--- src/rtl/judge_timing_ctrl.sv ---
// Rhythm-game hit judge: classifies each note as PERFECT / NORMAL / MISS from the
// tick offset between note arrival and button press, holds the verdict and tracks combo.
module judge_timing_ctrl #(
    parameter int unsigned TICK_DIV   = 50000,
    parameter int unsigned PERFECT_TK = 30,
    parameter int unsigned NORMAL_TK  = 80,
    parameter int unsigned HOLD_TK    = 500
) (
    input  logic       clk,
    input  logic       rst,
    input  logic       i_note,
    input  logic       i_btn,
    output logic [1:0] o_judge,
    output logic       o_judge_pulse,
    output logic [7:0] o_combo
);

    localparam logic [15:0] TICK_LAST = 16'(TICK_DIV - 1);
    localparam logic [7:0]  PERF_L    = 8'(PERFECT_TK);
    localparam logic [7:0]  NORM_L    = 8'(NORMAL_TK);
    localparam logic [15:0] HOLD_L    = 16'(HOLD_TK);

    localparam logic [1:0] J_IDLE    = 2'b00;
    localparam logic [1:0] J_MISS    = 2'b01;
    localparam logic [1:0] J_NORMAL  = 2'b10;
    localparam logic [1:0] J_PERFECT = 2'b11;

    typedef enum logic {S_IDLE, S_WAIT} state_t;

    state_t      state_q, state_d;
    logic [15:0] presc_q, presc_d;
    logic        sync1_q, sync2_q, btn_dly_q;
    logic        armed_q, armed_d;
    logic [7:0]  p_age_q, p_age_d;
    logic [7:0]  n_age_q, n_age_d;
    logic [1:0]  judge_q, judge_d;
    logic        pulse_q, pulse_d;
    logic [7:0]  combo_q, combo_d;
    logic [15:0] hold_q, hold_d;
    logic        tick, press;
    logic        verdict_vld;
    logic [1:0]  verdict_code;

    assign tick    = (presc_q == TICK_LAST);
    assign presc_d = tick ? 16'd0 : presc_q + 16'd1;
    // Rising edge of the synchronized button level; a held button yields one press.
    assign press   = sync2_q & ~btn_dly_q;

    always_comb begin
        state_d      = state_q;
        n_age_d      = n_age_q;
        armed_d      = armed_q;
        p_age_d      = p_age_q;
        verdict_vld  = 1'b0;
        verdict_code = J_IDLE;
        if (armed_q && tick) begin
            if (p_age_q == NORM_L) armed_d = 1'b0;
            else                   p_age_d = p_age_q + 8'd1;
        end
        if (state_q == S_WAIT && tick) n_age_d = n_age_q + 8'd1;
        case (state_q)
            S_IDLE: begin
                if (i_note) begin
                    if (press) begin
                        verdict_vld  = 1'b1;
                        verdict_code = J_PERFECT;
                        armed_d      = 1'b0;
                    end else if (armed_q) begin
                        verdict_vld  = 1'b1;
                        verdict_code = (p_age_q <= PERF_L) ? J_PERFECT : J_NORMAL;
                        armed_d      = 1'b0;
                    end else begin
                        state_d = S_WAIT;
                        n_age_d = 8'd0;
                    end
                end else if (press) begin
                    armed_d = 1'b1;
                    p_age_d = 8'd0;
                end
            end
            S_WAIT: begin
                // A press always resolves the pending note; a simultaneous note starts fresh.
                if (press) begin
                    verdict_vld  = 1'b1;
                    verdict_code = (n_age_q <= PERF_L) ? J_PERFECT : J_NORMAL;
                    if (i_note) n_age_d = 8'd0;
                    else        state_d = S_IDLE;
                end else if (i_note) begin
                    verdict_vld  = 1'b1;
                    verdict_code = J_MISS;
                    n_age_d      = 8'd0;
                end else if (tick && n_age_q == NORM_L) begin
                    verdict_vld  = 1'b1;
                    verdict_code = J_MISS;
                    state_d      = S_IDLE;
                end
            end
            default: state_d = S_IDLE;
        endcase
    end

    always_comb begin
        judge_d = judge_q;
        combo_d = combo_q;
        hold_d  = hold_q;
        pulse_d = 1'b0;
        if (verdict_vld) begin
            judge_d = verdict_code;
            pulse_d = 1'b1;
            hold_d  = HOLD_L;
            if (verdict_code == J_MISS)  combo_d = 8'd0;
            else if (combo_q != 8'hFF)   combo_d = combo_q + 8'd1;
        end else if (tick && hold_q != 16'd0) begin
            hold_d = hold_q - 16'd1;
            if (hold_q == 16'd1) judge_d = J_IDLE;
        end
    end

    always_ff @(posedge clk or posedge rst) begin
        if (rst) begin
            state_q   <= S_IDLE;
            presc_q   <= 16'd0;
            sync1_q   <= 1'b0;
            sync2_q   <= 1'b0;
            btn_dly_q <= 1'b0;
            armed_q   <= 1'b0;
            p_age_q   <= 8'd0;
            n_age_q   <= 8'd0;
            judge_q   <= J_IDLE;
            pulse_q   <= 1'b0;
            combo_q   <= 8'd0;
            hold_q    <= 16'd0;
        end else begin
            state_q   <= state_d;
            presc_q   <= presc_d;
            sync1_q   <= i_btn;
            sync2_q   <= sync1_q;
            btn_dly_q <= sync2_q;
            armed_q   <= armed_d;
            p_age_q   <= p_age_d;
            n_age_q   <= n_age_d;
            judge_q   <= judge_d;
            pulse_q   <= pulse_d;
            combo_q   <= combo_d;
            hold_q    <= hold_d;
        end
    end

    assign o_judge       = judge_q;
    assign o_judge_pulse = pulse_q;
    assign o_combo       = combo_q;

endmodule

--- config.mk ---
export PLATFORM = sky130hd
export DESIGN_NAME = judge_timing_ctrl
export DESIGN_NICKNAME = d
export VERILOG_FILES = /design/src/rtl/judge_timing_ctrl.sv
export SDC_FILE = /design/constraint.sdc
export NUM_CORES = 1
export LEC_CHECK = 0
export ABC_AREA = 1
export CORE_MARGIN = 2
export CORE_UTILIZATION = 50
export CTS_CLUSTER_DIAMETER = 200
export CTS_CLUSTER_SIZE = 30
export DETAILED_ROUTE_END_ITERATION = 8
export GPL_TIMING_DRIVEN = 0
export PLACE_DENSITY = 0.7
export RECOVER_POWER = 100
export SYNTH_ARGS = -nofsm -noshare
export SYNTH_HDL_FRONTEND = slang
export SYNTH_SLANG_ARGS = --single-unit
export TNS_END_PERCENT = 30
--- constraint.sdc ---
create_clock -name clk -period 1.75 [get_ports clk]
set_input_delay 0.175 -clock clk [delete_from_list [all_inputs] [get_ports clk]]
set_output_delay 0.175 -clock clk [all_outputs]
set_load 0.05 [all_outputs]
## Word level (Yosys, flattened, before mapping)

Cells that the tools add are included.

- Output and inout port bits: 11
- Input bits: 4
- Logic and storage cells: 89
- Bits in registers: 64

- Add/sub/neg operators: 5
- Multiplexer cells: 51
- Bitwise operators: 3
- Reduce and logical (&&, ||, !) cells: 10
- Order comparisons: 2
- Equal/unequal tests: 6

Operators with widths:

| operator | count |
|---|---|
| 8-bit two-way mux | 12 |
| 16-bit two-way mux | 3 |
| 1-bit two-way mux | 25 |
| 8-bit by 1-bit adder with 8-bit output (second input constant) | 3 |
| 16-bit by 1-bit adder with 16-bit output (second input constant) | 1 |
| 16-bit by 1-bit == test with 1-bit output (second input constant) | 1 |
| 16-bit == test (second input constant) | 1 |
| 8-bit by 7-bit == test with 1-bit output (second input constant) | 2 |
| 8-bit by 5-bit <= comparator with 1-bit output (second input constant) | 2 |
| 8-bit case mux with 2 select lines | 1 |
| 16-bit nonzero test | 1 |
| 16-bit by 1-bit subtractor with 16-bit output (second input constant) | 1 |
| 2-bit two-way mux | 7 |
| 8-bit != test (second input constant) | 1 |
| 2-bit nonzero test | 3 |
| 1-bit logical AND | 4 |
| 1-bit case mux with 2 select lines | 2 |
| 2-bit case mux with 2 select lines | 1 |
| 2-bit AND reduction | 2 |
| 2-bit by 1-bit == test with 1-bit output (second input constant) | 1 |
| 1-bit inverter | 2 |
| 1-bit bitwise AND | 1 |

## Longest topological paths before layout

Gate-level depths: netlist (run 1).

- Depth after elaboration: 9
- Gate-level depth with buffers: 13
- Mapped depth without buffers: 13

## Least setup slack after synthesis (run 1)

No wires, ideal clock.

- Kind: flip-flop to flip-flop
- From: register combo_q[1] (netlist: o_combo[1])
- To: register combo_q[3] (netlist: o_combo[3])
- Data arrival time: 1.815 ns
- Path buffers: 0
- Data required time: 1.630 ns
- Clock period less this slack: 1.935 ns
- Slack: -0.185 ns
- Setup time: 0.120 ns
- Cell stages (with the launch flop): 9
- Cells stage by stage: dfrtp_1 -> ha_1 -> nand3_1 -> nor3b_1 -> nand2_1 -> nor2_1 -> inv_1 -> nand4_1 -> nand2_1

- Longest elaborated chain between the ends: 3
- Elaborated cells on any way between the ends: 6
- Those cells by class: add/sub (1); eq/ne (1); mux (2); reduce/logical (2)

Ends and longest elaborated chain:

| what | line | text |
|---|---|---|
| from (decl) | 38 | `logic [7:0] combo_q, combo_d;` |
| from (signal assigned) | 144 | `combo_q <= combo_d;` |
| 8-bit by 1-bit adder with 8-bit output or 8-bit != test (tied branches) | 112 | `else if (combo_q != 8'hFF) combo_d = combo_q + 8'd1;` |
| 8-bit two-way mux or 2-bit nonzero test (tied branches) | -- |  |
| 8-bit two-way mux or 2-bit AND reduction (tied branches) | -- |  |

Several ways; a longest one is shown, not always the timed one. The select of a mux whose other input is x is not followed.
A chain may end at the register's enable or synchronous reset.

## Final worst setup path (run 1)

- From: register hold_q[8]
- To: register hold_q[2]

- Longest elaborated chain between the ends: 3

Ends and longest elaborated chain:

| what | line | text |
|---|---|---|
| from (decl) | 39 | `logic [15:0] hold_q, hold_d;` |
| from (signal assigned) | 145 | `hold_q <= hold_d;` |
| 16-bit nonzero test | 113 | `end else if (tick && hold_q != 16'd0) begin` |
| 1-bit logical AND | 113 |  |
| 2-bit nonzero test (no source line) | -- |  |

No other way between the ends.

==> metrics.md, run 1 <==
| Metric | Value |
|---|---|
| Clk_lat worst skew | `around 0.35 ns` |
| Number of vias per cell | `5.16` |
| GRT Residual Overflow | `0` |
| Fin crit share | `98.5%` |
| Max IR drop VDD | `0.714 mV` |
| # IOs | `15` |
| Fraction of layout cells with a size suffix above 1 | `a little over a quarter` |
| Power per Cell Area | `about 820 nW/um^2` |
| Drc violations | `0` |
| DRT iter0 DRCs | `142` |
| Row count | `30` |
| R2R setup slack | `around 0.027 ns` |
| Dpl ws | `-0.189 ns` |
| Fin util | `66.6%` |
| HPWL Detailed | `around 5000 um` |
| Syn nets | `between 400 and 500` |
| Synth Cell Area | `roughly 3600 um^2` |
| Period minus WS final | `1.72 ns` |
| Mapped Cells | `between 400 and 500` |
| Initial antenna violation count | `0` |
| Placer Congestion | `~0.86` |
| Clock skew | `roughly 0.013 ns` |
| H-tree depth | `3` |
| First-pass DRT Iterations | `4` |
| Startpoint types | `flip-flop` |
| Crit Path Category | `flip-flop to flip-flop` |
| Total CTS buffers | `9` |
| Chip width | `between 80 and 90 um` |
| Root buf cell | `clkbuf_8` |
| Post-Syn Area per Cell | `7.99 um^2` |
| Hold Path End | `sync2_q` |
| Hold Buf Count CTS | `0` |
| Die height | `~89 um` |
| Leak Pwr | `2.22 nW` |
| Max_slew headroom | `between 20% and 30%` |
| Dpl cells | `561` |
| CP Capture Type | `flip-flop` |
| Worst r2r src | `hold_q[8]` |
| Commonest cells after routing, fill and taps aside | `60 x inv_1, 60 x nand2_1, 57 x dfrtp_1` |
| Achievable Freq | `~580 MHz` |
| Final setup fails | `0` |
| Core ar. | `around 6900 um^2` |
| Pwr Total | `3.76 mW` |
| Global Route Usage Sum | `between 20 and 25%` |
| Worst hold stages | `0` |
| Yosys reg bits | `64` |
| Final setup margin | `approximately 0.027 ns` |
| Max Cap Viol | `0` |
| Final instance area | `approximately 4600 um^2` |
| Clock Pin Slew Worst Setup and Hold Paths | `roughly 0.080 ns` |
| CP Max Fanout | `3` |
| Starting Density | `about 52%` |
| Clock buffer depth | `2` |
| WP data required | `about 2 ns` |
| R2R Path End | `hold_q[2]` |
| Final wirelength | `a little under 8000 um` |
| Final Hold Viols | `0` |
| Diodes inserted | `0` |
| Placed Area | `3880 um^2` |
| Register area share after synthesis | `44.6%` |
| Netlist cell types | `38` |
| Global-route wire length before repair | `12600 um` |
| Post-route ant nets | `0` |
| Vias in the first global route | `roughly 2900` |
| Crit path arrival time | `~1.9 ns` |
| Setup TNS | `0 ns` |
| IO Port Bufs | `14` |
| Synth-to-Final Area Change | `27.3%` |
| Worst slew pin tran | `about 1.1 ns` |
| Final Max Slew Viols | `0` |
| Wire length per cell | `12.8 um` |
| Worst hold path type | `flip-flop to flip-flop` |
| RSZ-0062 raised after global routing | `true` |
| Syn. warnings | `0` |
| Fin nets | `~520` |
| Full die area | `7880 um^2` |
| Pin count of the biggest net entering global routing | `41` |
| Status | `finished clean` |
| # clock sinks | `64` |
| Vias | `between 3000 and 4000` |
| Min Hold Slack | `0.353 ns` |
| CTS tree | `yes` |
| R2R cell count | `10` |
| Non-filler cells, final | `between 600 and 700` |
| Worst Min Path Start | `sync1_q` |
[Yosys cell counts]
| cell | instances | area (um^2) |
|---|---|---|
| nand3_2 | 3 | 30.0 |
| inv_1 | 67 | 251 |
| a21oi_1 | 17 | 85.1 |
| nand4_2 | 2 | 25.0 |
| nand2_1 | 73 | 274 |
| nor2_1 | 67 | 251 |
| xnor2_1 | 2 | 17.5 |
| a21oi_2 | 1 | 8.76 |
| a31oi_1 | 1 | 6.26 |
| o21ai_0 | 24 | 120 |
| nand3b_1 | 2 | 15.0 |
| nand4_1 | 16 | 100 |
| and3_1 | 1 | 6.26 |
| nor2_4 | 3 | 33.8 |
| nor4_1 | 1 | 6.26 |
| o211ai_1 | 1 | 7.51 |
| o21ai_1 | 2 | 10.0 |
| nor2_8 | 1 | 20.0 |
| nand3_1 | 25 | 125 |
| xor2_1 | 14 | 123 |
| o21bai_1 | 1 | 7.51 |
| nand2_2 | 6 | 37.5 |
| nor3b_1 | 3 | 22.5 |
| inv_4 | 1 | 6.26 |
| a221oi_1 | 1 | 8.76 |
| inv_2 | 4 | 15.0 |
| buf_2 | 2 | 10.0 |
| dfrtp_1 | 64 | 1600 |
| a211oi_1 | 2 | 15.0 |
| o31ai_1 | 2 | 15.0 |
| nand2_4 | 5 | 56.3 |
| nor2_2 | 2 | 12.5 |
| clkinv_2 | 1 | 5.00 |
| buf_6 | 2 | 22.5 |
| nor3_1 | 18 | 90.1 |
| ha_1 | 11 | 138 |
| clkinv_1 | 1 | 3.75 |
| nor3_2 | 1 | 10.0 |
[sequential cells by signal, indices dropped and copies added (netlist names), 2 cells and up]
| register | count |
|---|---|
| hold_q | 16 |
| presc_q | 16 |
| n_age_q | 8 |
| o_combo | 8 |
| p_age_q | 8 |
| o_judge | 2 |
[worst max path at each step]
stage | start | end | slack, ns | cells after the start
2_1_floorplan | o_combo[3] | o_combo[3] | 0.03 | 7
3_3_place_gp | presc_q[0] | o_combo[1] | -0.15 | 12
3_5_place_dp | presc_q[0] | o_combo[0] | -0.19 | 12
4_1_cts | presc_q[12] | hold_q[12] | -0.004 | 12
5_1_grt | presc_q[0] | o_combo[5] | -0.11 | 12
6_report | hold_q[8] | hold_q[2] | 0.03 | 10
[repair_timing]
item	in CTS	in global routing
setup endpoints to repair	41	42
pin swaps	2	20
buffers inserted	9	22
gates resized for setup	23	62
[per-layer routing]
layer	up-vias	wire, um	share of wire [%]	track usage, %
met1	1507	3530	45	27.7
met2	51	3910	50	33.2
li1	1565	-	-	-
met4	0	98	1.3	6.75
met5	-	0	0	0
met3	12	251	3.2	4.66
[where the power goes]
group          internal (mW)  switching [mW]  leakage [nW]
clock network          0.880           0.583         0.114
logic                  0.228           0.450          1.29
registers               1.55          0.0663         0.815
total                   2.66            1.10          2.22
[layout make-up]
type	instances	area [um^2]
multi-input combinational	308	1900
tap	96	120
inverter	74	294
sequential	64	1610
clock buffer	13	159
timing repair buffer	46	402
clock inverter	3	65.1
buffer	3	27.5
fill	523	2300
[worst max-delay path, stage by stage (launching register included)]
cell and delay, ns:
dfrtp_1 0.41, nor2_2 0.16, nand3_1 0.11, nor3_2 0.27, nand3_2 0.16, nand2_2 0.10, inv_2 0.05, nand2_2 0.08
inv_1 0.06, a21oi_1 0.11, o21ai_0 0.09
[cell families (layout without fill, tap and decap cells)]
kind of cell / after synthesis / after routing / synth area share (%)
xor+xnor: 16 / 16 / 3.90
simple gates: 229 / 229 / 31.1
buf+inv: 78 / 139 / 8.74
fa+ha+maj: 11 / 11 / 3.83
compound gates: 52 / 52 / 7.90
flops: 64 / 64 / 44.6
No activity file was read; power rests on OpenSTA's default activity.
==> run 2: changes to the inputs <==
--- a/config.mk
+++ b/config.mk
@@ -6,14 +6,17 @@
 export NUM_CORES = 1
 export LEC_CHECK = 0
 export ABC_AREA = 1
+export CELL_PAD_IN_SITES_DETAIL_PLACEMENT = 1
+export CELL_PAD_IN_SITES_GLOBAL_PLACEMENT = 1
 export CORE_MARGIN = 2
-export CORE_UTILIZATION = 50
+export CORE_UTILIZATION = 41
 export CTS_CLUSTER_DIAMETER = 200
 export CTS_CLUSTER_SIZE = 30
 export DETAILED_ROUTE_END_ITERATION = 8
 export GPL_TIMING_DRIVEN = 0
-export PLACE_DENSITY = 0.7
+export PLACE_DENSITY_LB_ADDON = 0.1
 export RECOVER_POWER = 100
+export SKIP_CTS_REPAIR_TIMING = 1
 export SYNTH_ARGS = -nofsm -noshare
 export SYNTH_HDL_FRONTEND = slang
 export SYNTH_SLANG_ARGS = --single-unit
==> run 2 against run 1 <==
  * Largest cell class unchanged
  * Sequential power about the same
  * Critical path depth is 2 higher
  * Utilization shrank 13 points
  * Worst hold slack about the same
  * Wire length up 17%
  * Die area rose by 21%
  * Critical path type unchanged
  * Largest power group unchanged
  * The run now ends with setup timing left
  * Clock skew fell by 0.0014 ns
==> metrics.md, run 2 (synthesized netlist as in run 1, its figures left out) <==
| Metric | Value |
|---|---|
| H-tree depth | `3 (unchanged)` |
| CP peak stage delay | `0.46 ns (was 0.41 ns)` |
| Max Cap Viol | `0 (unchanged)` |
| Buf+Inv Stages, Crit Path | `0 (was 2)` |
| Max_slew headroom | `44.5% (was 27.3%)` |
| Worst hold stages | `0 (unchanged)` |
| Post-route ant nets | `0 (unchanged)` |
| Status | `finished with violations (was finished clean)` |
| Full die area | `9530 um^2 (was 7880 um^2)` |
| Final setup margin | `-0.0356 ns (was 0.0270 ns)` |
| Pin count of the biggest net entering global routing | `36 (was 41)` |
| CP Max Fanout | `8 (was 3)` |
| Root buf cell | `clkbuf_8 (unchanged)` |
| Leak Pwr | `2.27 nW (was 2.22 nW)` |
| Vias in the first global route | `3062 (was 2858)` |
| CTS tree | `yes (unchanged)` |
| Placer Congestion | `0.770 (was 0.857)` |
| Final instance area | `4620 um^2 (was 4570 um^2)` |
| Initial antenna violation count | `0 (unchanged)` |
| Fin crit share | `102% (was 98.5%)` |
| Crit Path Category | `flip-flop to flip-flop (unchanged)` |
| Most common cell on crit path | `nand2_4 (was nand2_2)` |
| Clk_lat worst skew | `0.34 ns (was 0.35 ns)` |
| Clock buffer depth | `2 (unchanged)` |
| Filler Cells Inserted | `1035 (was 523)` |
| R2R setup slack | `-0.04 ns (was 0.03 ns)` |
| Cell family with most CP delay | `simple AND/OR/NAND/NOR gates (unchanged)` |
| Worst Min Path Start | `sync1_q (unchanged)` |
| Pwr Total | `3.43 mW (was 3.76 mW)` |
| Final Hold Viols | `0 (unchanged)` |
| Startpoint types | `flip-flop (unchanged)` |
| Reg area | `1610 um^2 (about the same)` |
| # clock sinks | `64 (unchanged)` |
| Fraction of layout cells with a size suffix above 1 | `27.2% (was 26.6%)` |
| IO Port Bufs | `14 (unchanged)` |
| Clock Pin Slew Worst Setup and Hold Paths | `0.07 ns (was 0.08 ns)` |
| Die height | `97.6 um (was 88.8 um)` |
| CP Capture Type | `flip-flop (unchanged)` |
| Achievable Freq | `560 MHz (was 580 MHz)` |
| Wire length per cell | `14.7 um (was 12.8 um)` |
| Power per Cell Area | `743 nW/um^2 (was 822 nW/um^2)` |
| Most common cell after layout, fill and taps aside | `inv_1` |
| Worst slew pin tran | `0.831 ns (was 1.08 ns)` |
| DRT iter0 DRCs | `75 (was 142)` |
| Row count | `34 (was 30)` |
| WP data required | `1.99 ns (was 1.97 ns)` |
| Max IR drop VDD | `0.367 mV (was 0.714 mV)` |
| Synth-to-Final Area Change | `28.5% (was 27.3%)` |
| Worst hold path type | `flip-flop to flip-flop (unchanged)` |
| Worst r2r src | `presc_q[4] (was hold_q[8])` |
| Final Max Slew Viols | `0 (unchanged)` |
| Crit path arrival time | `2.02 ns (was 1.94 ns)` |
| Final wirelength | `9090 um (was 7790 um)` |
| First-pass DRT Iterations | `4 (unchanged)` |
| R2R Path End | `o_combo[1] (was hold_q[2])` |
| Chip width | `97.6 um (was 88.8 um)` |
| R2R cell count | `12 (was 10)` |
| Max stage delay cell, worst path | `dfrtp_2 (was dfrtp_1)` |
| Drc violations | `0 (unchanged)` |
| HPWL Detailed | `6070 um (was 5040 um)` |
| Area of the multi-input gates | `1950 um^2 (was 1900 um^2)` |
| Starting Density | `41.8% (was 52.3%)` |
| Core ar. | `8590 um^2 (was 6870 um^2)` |
| Clock skew | `0.0118 ns (was 0.0132 ns)` |
| Placed Area | `3900 um^2 (was 3880 um^2)` |
| Final setup fails | `10 (was 0)` |
| # IOs | `15 (unchanged)` |
| Global Route Usage Sum | `18.8% (was 20.6%)` |
| Fin nets | `521 (unchanged)` |
| Number of vias per cell | `5.12 (was 5.16)` |
| Hold Path End | `sync2_q (unchanged)` |
| Critical-path cell list | `nor2_2 > nand2_1 > nor2_4 > nand3_2 > nand3_4 > nand3_2 > nand2_4 > nand2_4 > nand2_4 > nand2_8 > nand2_2 > nand2_1 (was nor2_2 > nand3_1 > nor3_2 > nand3_2 > nand2_2 > inv_2 > nand2_2 > inv_1 > a21oi_1 > o21ai_0)` |
| RSZ-0062 raised after global routing | `true (unchanged)` |
| Vias | `3167 (was 3135)` |
| Largest regs | `hold_q: 16 flops, presc_q: 16 flops (unchanged)` |
| Total CTS buffers | `9 (unchanged)` |
| Period minus WS final | `1.79 ns (was 1.72 ns)` |
| Commonest cells after routing, fill and taps aside | `62 x inv_1, 60 x nand2_1, 55 x dfrtp_1 (was 60 x inv_1, 60 x nand2_1, 57 x dfrtp_1)` |
| GRT Residual Overflow | `0 (unchanged)` |
| Diodes inserted | `0 (unchanged)` |
| Global-route wire length before repair | `14600 um (was 12600 um)` |
| Failing checks | `setup timing` |
-- run 2: cell count changes in the layout (fill, tap and decap cells not counted), sizes merged --
cell	change
dlygate4sd2	-5
dlymetal6s2s	+5
clkinv	+4
buf	-2
bufinv	-2
inv	-2
clkinvlp	+1
nand2	+1
-- run 2: per-stage QoR --
stage               hold slack, ns  utilization [%]  instances  setup TNS, ns  setup slack (ns)
floorplan                    0.206                -        450              0            0.0327
global placement             0.341             45.2        572          -6.67            -0.223
detailed placement           0.338             45.4        573          -7.61            -0.304
CTS                          0.261             47.2        589          -8.23            -0.312
global route                 0.372             53.7        619          -3.50            -0.171
finish                       0.353             53.7        619         -0.178           -0.0356
-- run 2: layer usage --
metal  track usage (%)  wire length (um)  vias up
li1                  -                 -     1566
met1              26.0              4220     1574
met2              29.8              4600       16
met3              2.95               130       11
met4              7.37               143        0
met5                 0                 0        -
-- run 2: power breakdown --
part           leakage [nW]  switching, mW  internal (mW)
clock network        0.0801          0.575          0.508
registers             0.812         0.0693           1.55
logic                  1.38          0.476          0.249
-- run 2: layout make-up --
class	count	share of cell area, %
inverters	74	6.40
clock inverters	4	0.488
repair buffers	45	9.43
multi-input cells	309	42.1
plain buffers	3	0.759
well taps	108	2.93
flip-flops and latches	64	34.9
clock buffers	12	2.93
-- run 2: worst max-delay path by stage --
| stage | startpoint | end | slack (ns) | depth (start not counted) |
|---|---|---|---|---|
| 2_1_floorplan | o_combo[3] | o_combo[3] | 0.03 | 7 |
| 3_3_place_gp | presc_q[0] | o_combo[1] | -0.22 | 12 |
| 3_5_place_dp | presc_q[0] | o_combo[3] | -0.30 | 12 |
| 4_1_cts | presc_q[0] | o_combo[4] | -0.31 | 12 |
| 5_1_grt | presc_q[7] | p_age_q[7] | -0.17 | 10 |
| 6_report | presc_q[4] | o_combo[1] | -0.04 | 12 |
-- run 2: worst register-to-register path: cells and delay by family (launching register included) --
family / cells / cell delay [ns]
AND/OR/NAND/NOR: 12 / 1.24
flip-flops: 1 / 0.46
==> run 3: changes to the inputs <==
--- a/config.mk
+++ b/config.mk
@@ -16,6 +16,7 @@
 export GPL_TIMING_DRIVEN = 0
 export PLACE_DENSITY_LB_ADDON = 0.1
 export RECOVER_POWER = 100
+export SETUP_SLACK_MARGIN = 0.5
 export SKIP_CTS_REPAIR_TIMING = 1
 export SYNTH_ARGS = -nofsm -noshare
 export SYNTH_HDL_FRONTEND = slang
==> run 3 against run 2 <==
  * The run still ends with setup timing left
  * Maximum frequency decreased by 6.0%
  * Critical endpoint is now hold_q[4]
  * Clock-buffer cell count decreased by 2
  * Critical path depth decreased by 1
  * Register-to-register slack got worse by 0.11 ns
==> metrics.md, run 3 (synthesized netlist as in run 1, its figures left out) <==
| Metric | Value |
|---|---|
| H-tree depth | `3 (unchanged)` |
| Global Route Usage Sum | `18.8% (about the same)` |
| Starting Density | `41.8% (unchanged)` |
| Number of vias per cell | `5.10 (was 5.12)` |
| Dpl cells | `573 (unchanged)` |
| Failing checks | `setup timing (unchanged)` |
| Row count | `34 (unchanged)` |
| Area of the multi-input gates | `1960 um^2 (was 1950 um^2)` |
| Placer Congestion | `0.829 (was 0.770)` |
| Max stage delay cell, worst path | `dfrtp_1 (was dfrtp_2)` |
| Crit Path Category | `flip-flop to flip-flop (unchanged)` |
| Wire length per cell | `15.2 um (was 14.7 um)` |
| Non-filler cells, final | `632 (was 619)` |
| CP Max Fanout | `10 (was 8)` |
| Synth-to-Final Area Change | `33.0% (was 28.5%)` |
| Diodes inserted | `0 (unchanged)` |
| Fin nets | `534 (was 521)` |
| Achievable Freq | `526 MHz (was 560 MHz)` |
| Final setup margin | `-0.150 ns (was -0.0356 ns)` |
| Clock Pin Slew Worst Setup and Hold Paths | `0.08 ns (was 0.07 ns)` |
| Most common cell after layout, fill and taps aside | `inv_1 (unchanged)` |
| Die height | `97.6 um (unchanged)` |
| Core ar. | `8590 um^2 (unchanged)` |
| Final Max Slew Viols | `0 (unchanged)` |
| Startpoint types | `flip-flop (unchanged)` |
| Clock buffer depth | `2 (unchanged)` |
| Final wirelength | `9630 um (was 9090 um)` |
| CP peak stage delay | `0.43 ns (was 0.46 ns)` |
| # clock sinks | `64 (unchanged)` |
| Vias in the first global route | `3161 (was 3062)` |
| GRT Residual Overflow | `0 (unchanged)` |
| # IOs | `15 (unchanged)` |
| Post-route ant nets | `0 (unchanged)` |
| Cell family with most CP delay | `simple AND/OR/NAND/NOR gates (unchanged)` |
| Setup TNS | `-1.30 ns (was -0.178 ns)` |
| Full die area | `9530 um^2 (unchanged)` |
| Largest regs | `hold_q: 16 flops, presc_q: 16 flops (unchanged)` |
| Max_slew headroom | `47.3% (was 44.5%)` |
| Clock skew | `0.0119 ns (was 0.0118 ns)` |
| Max IR drop VDD | `0.646 mV (was 0.367 mV)` |
| Filler Cells Inserted | `1023 (was 1035)` |
| Max Cap Viol | `0 (unchanged)` |
| Power per Cell Area | `800 nW/um^2 (was 743 nW/um^2)` |
| Vias | `3221 (was 3167)` |
| Clk_lat worst skew | `0.36 ns (was 0.34 ns)` |
| Most common cell on crit path | `nand3_4 (was nand2_4)` |
| DRT iter0 DRCs | `106 (was 75)` |
| Buf+Inv Stages, Crit Path | `3 (was 0)` |
| IO Port Bufs | `14 (unchanged)` |
| First-pass DRT Iterations | `4 (unchanged)` |
| HPWL Detailed | `5940 um (was 6070 um)` |
| Global-route wire length before repair | `14700 um (was 14600 um)` |
| Placed Area | `3940 um^2 (was 3900 um^2)` |
| Worst hold path type | `flip-flop to flip-flop (unchanged)` |
| Commonest cells after routing, fill and taps aside | `59 x inv_1, 58 x nand2_1, 55 x dfrtp_1 (was 62 x inv_1, 60 x nand2_1, 55 x dfrtp_1)` |
| Reg area | `1610 um^2 (unchanged)` |
| Final instance area | `4780 um^2 (was 4620 um^2)` |
| CP Capture Type | `flip-flop (unchanged)` |
| Leak Pwr | `2.31 nW (was 2.27 nW)` |
| Root buf cell | `clkbuf_8 (unchanged)` |
| Initial antenna violation count | `0 (unchanged)` |
| RSZ-0062 raised after global routing | `true (unchanged)` |
| Total CTS buffers | `9 (unchanged)` |
| WP data required | `2.00 ns (was 1.99 ns)` |
| Period minus WS final | `1.90 ns (was 1.79 ns)` |
| Worst slew pin tran | `0.789 ns (was 0.831 ns)` |
| Critical-path cell list | `ha_4 > nand3_4 > nor2_4 > buf_6 > nand3_4 > nand3_4 > a21oi_4 > clkinv_4 > buf_6 > nor2_1 > nand2_1 (was nor2_2 > nand2_1 > nor2_4 > nand3_2 > nand3_4 > nand3_2 > nand2_4 > nand2_4 > nand2_4 > nand2_8 > nand2_2 > nand2_1)` |
| Final Hold Viols | `0 (unchanged)` |
| Status | `finished with violations (unchanged)` |
| Pin count of the biggest net entering global routing | `34 (was 36)` |
| Crit path arrival time | `2.15 ns (was 2.02 ns)` |
| Fin crit share | `109% (was 102%)` |
| Fraction of layout cells with a size suffix above 1 | `32.4% (was 27.2%)` |
| Final setup fails | `20 (was 10)` |
| Drc violations | `0 (unchanged)` |
| Chip width | `97.6 um (unchanged)` |
| CTS tree | `yes (unchanged)` |
-- run 3: changes by cell type in the layout (fill, tap and decap cells not counted), sizes merged --
cell           change
inv                +2
bufinv             +2
clkdlybuf4s50      -3
dlymetal6s2s       -2
clkinv             -2
clkbuf             +2
nand2              -1
buf               +15
-- run 3: area by class of cell --
| type | instances | share of cell area (%) |
|---|---|---|
| multi-input combinational | 308 | 41.0 |
| inverter | 74 | 6.36 |
| clock inverter | 6 | 1.73 |
| tap | 108 | 2.83 |
| buffer | 4 | 0.812 |
| clock buffer | 10 | 2.88 |
| timing repair buffer | 58 | 10.6 |
| sequential | 64 | 33.7 |
-- run 3: worst reg2reg max path, cell delays in order, from the launching register on --
cell      delay, ns
dfrtp_1        0.43
ha_4           0.20
nand3_4        0.12
nor2_4         0.06
buf_6          0.11
nand3_4        0.07
nand3_4        0.09
a21oi_4        0.21
clkinv_4       0.12
buf_6          0.17
nor2_1         0.15
nand2_1        0.07
-- run 3: final timing paths --
kind / start / end / slack (ns) / depth (start not counted)
max: presc_q[0] / hold_q[4] / -0.15 / 11
min: sync1_q / sync2_q / 0.36 / 0
max reg2reg: presc_q[0] / hold_q[4] / -0.15 / 11
min reg2reg: sync1_q / sync2_q / 0.36 / 0
max in group asynchronous: rst / presc_q[13] / 0.71 / 3
min in group asynchronous: rst / hold_q[12] / 0.42 / 2
-- run 3: through the flow --
step                      utilization [%]  hold slack (ns)  worst slack [ns]  total power, mW
final                                55.6            0.361            -0.150             3.82
after global routing                 55.6            0.379            -0.226             4.01
after CTS                            48.4            0.258            -0.216             3.76
after detailed placement             45.8            0.346            -0.189             2.30
after global placement               45.6            0.336            -0.150             2.28
after floorplan                         -            0.206             0.120             2.10
-- run 3: routing by layer --
metal | up-vias | global-route usage [%] | wire, um
met2 | 24 | 30.1 | 4930
met3 | 13 | 3.74 | 203
li1 | 1586 | - | -
met5 | - | 0 | 0
met4 | 0 | 5.77 | 140
met1 | 1598 | 25.8 | 4350
-- run 3: power breakdown --
part | switching [mW] | total (mW) | internal [mW]
Sequential | 0.0825 | 1.64 | 1.56
Clock | 0.616 | 1.45 | 0.833
Combinational | 0.469 | 0.737 | 0.267
Total | 1.17 | 3.82 | 2.66
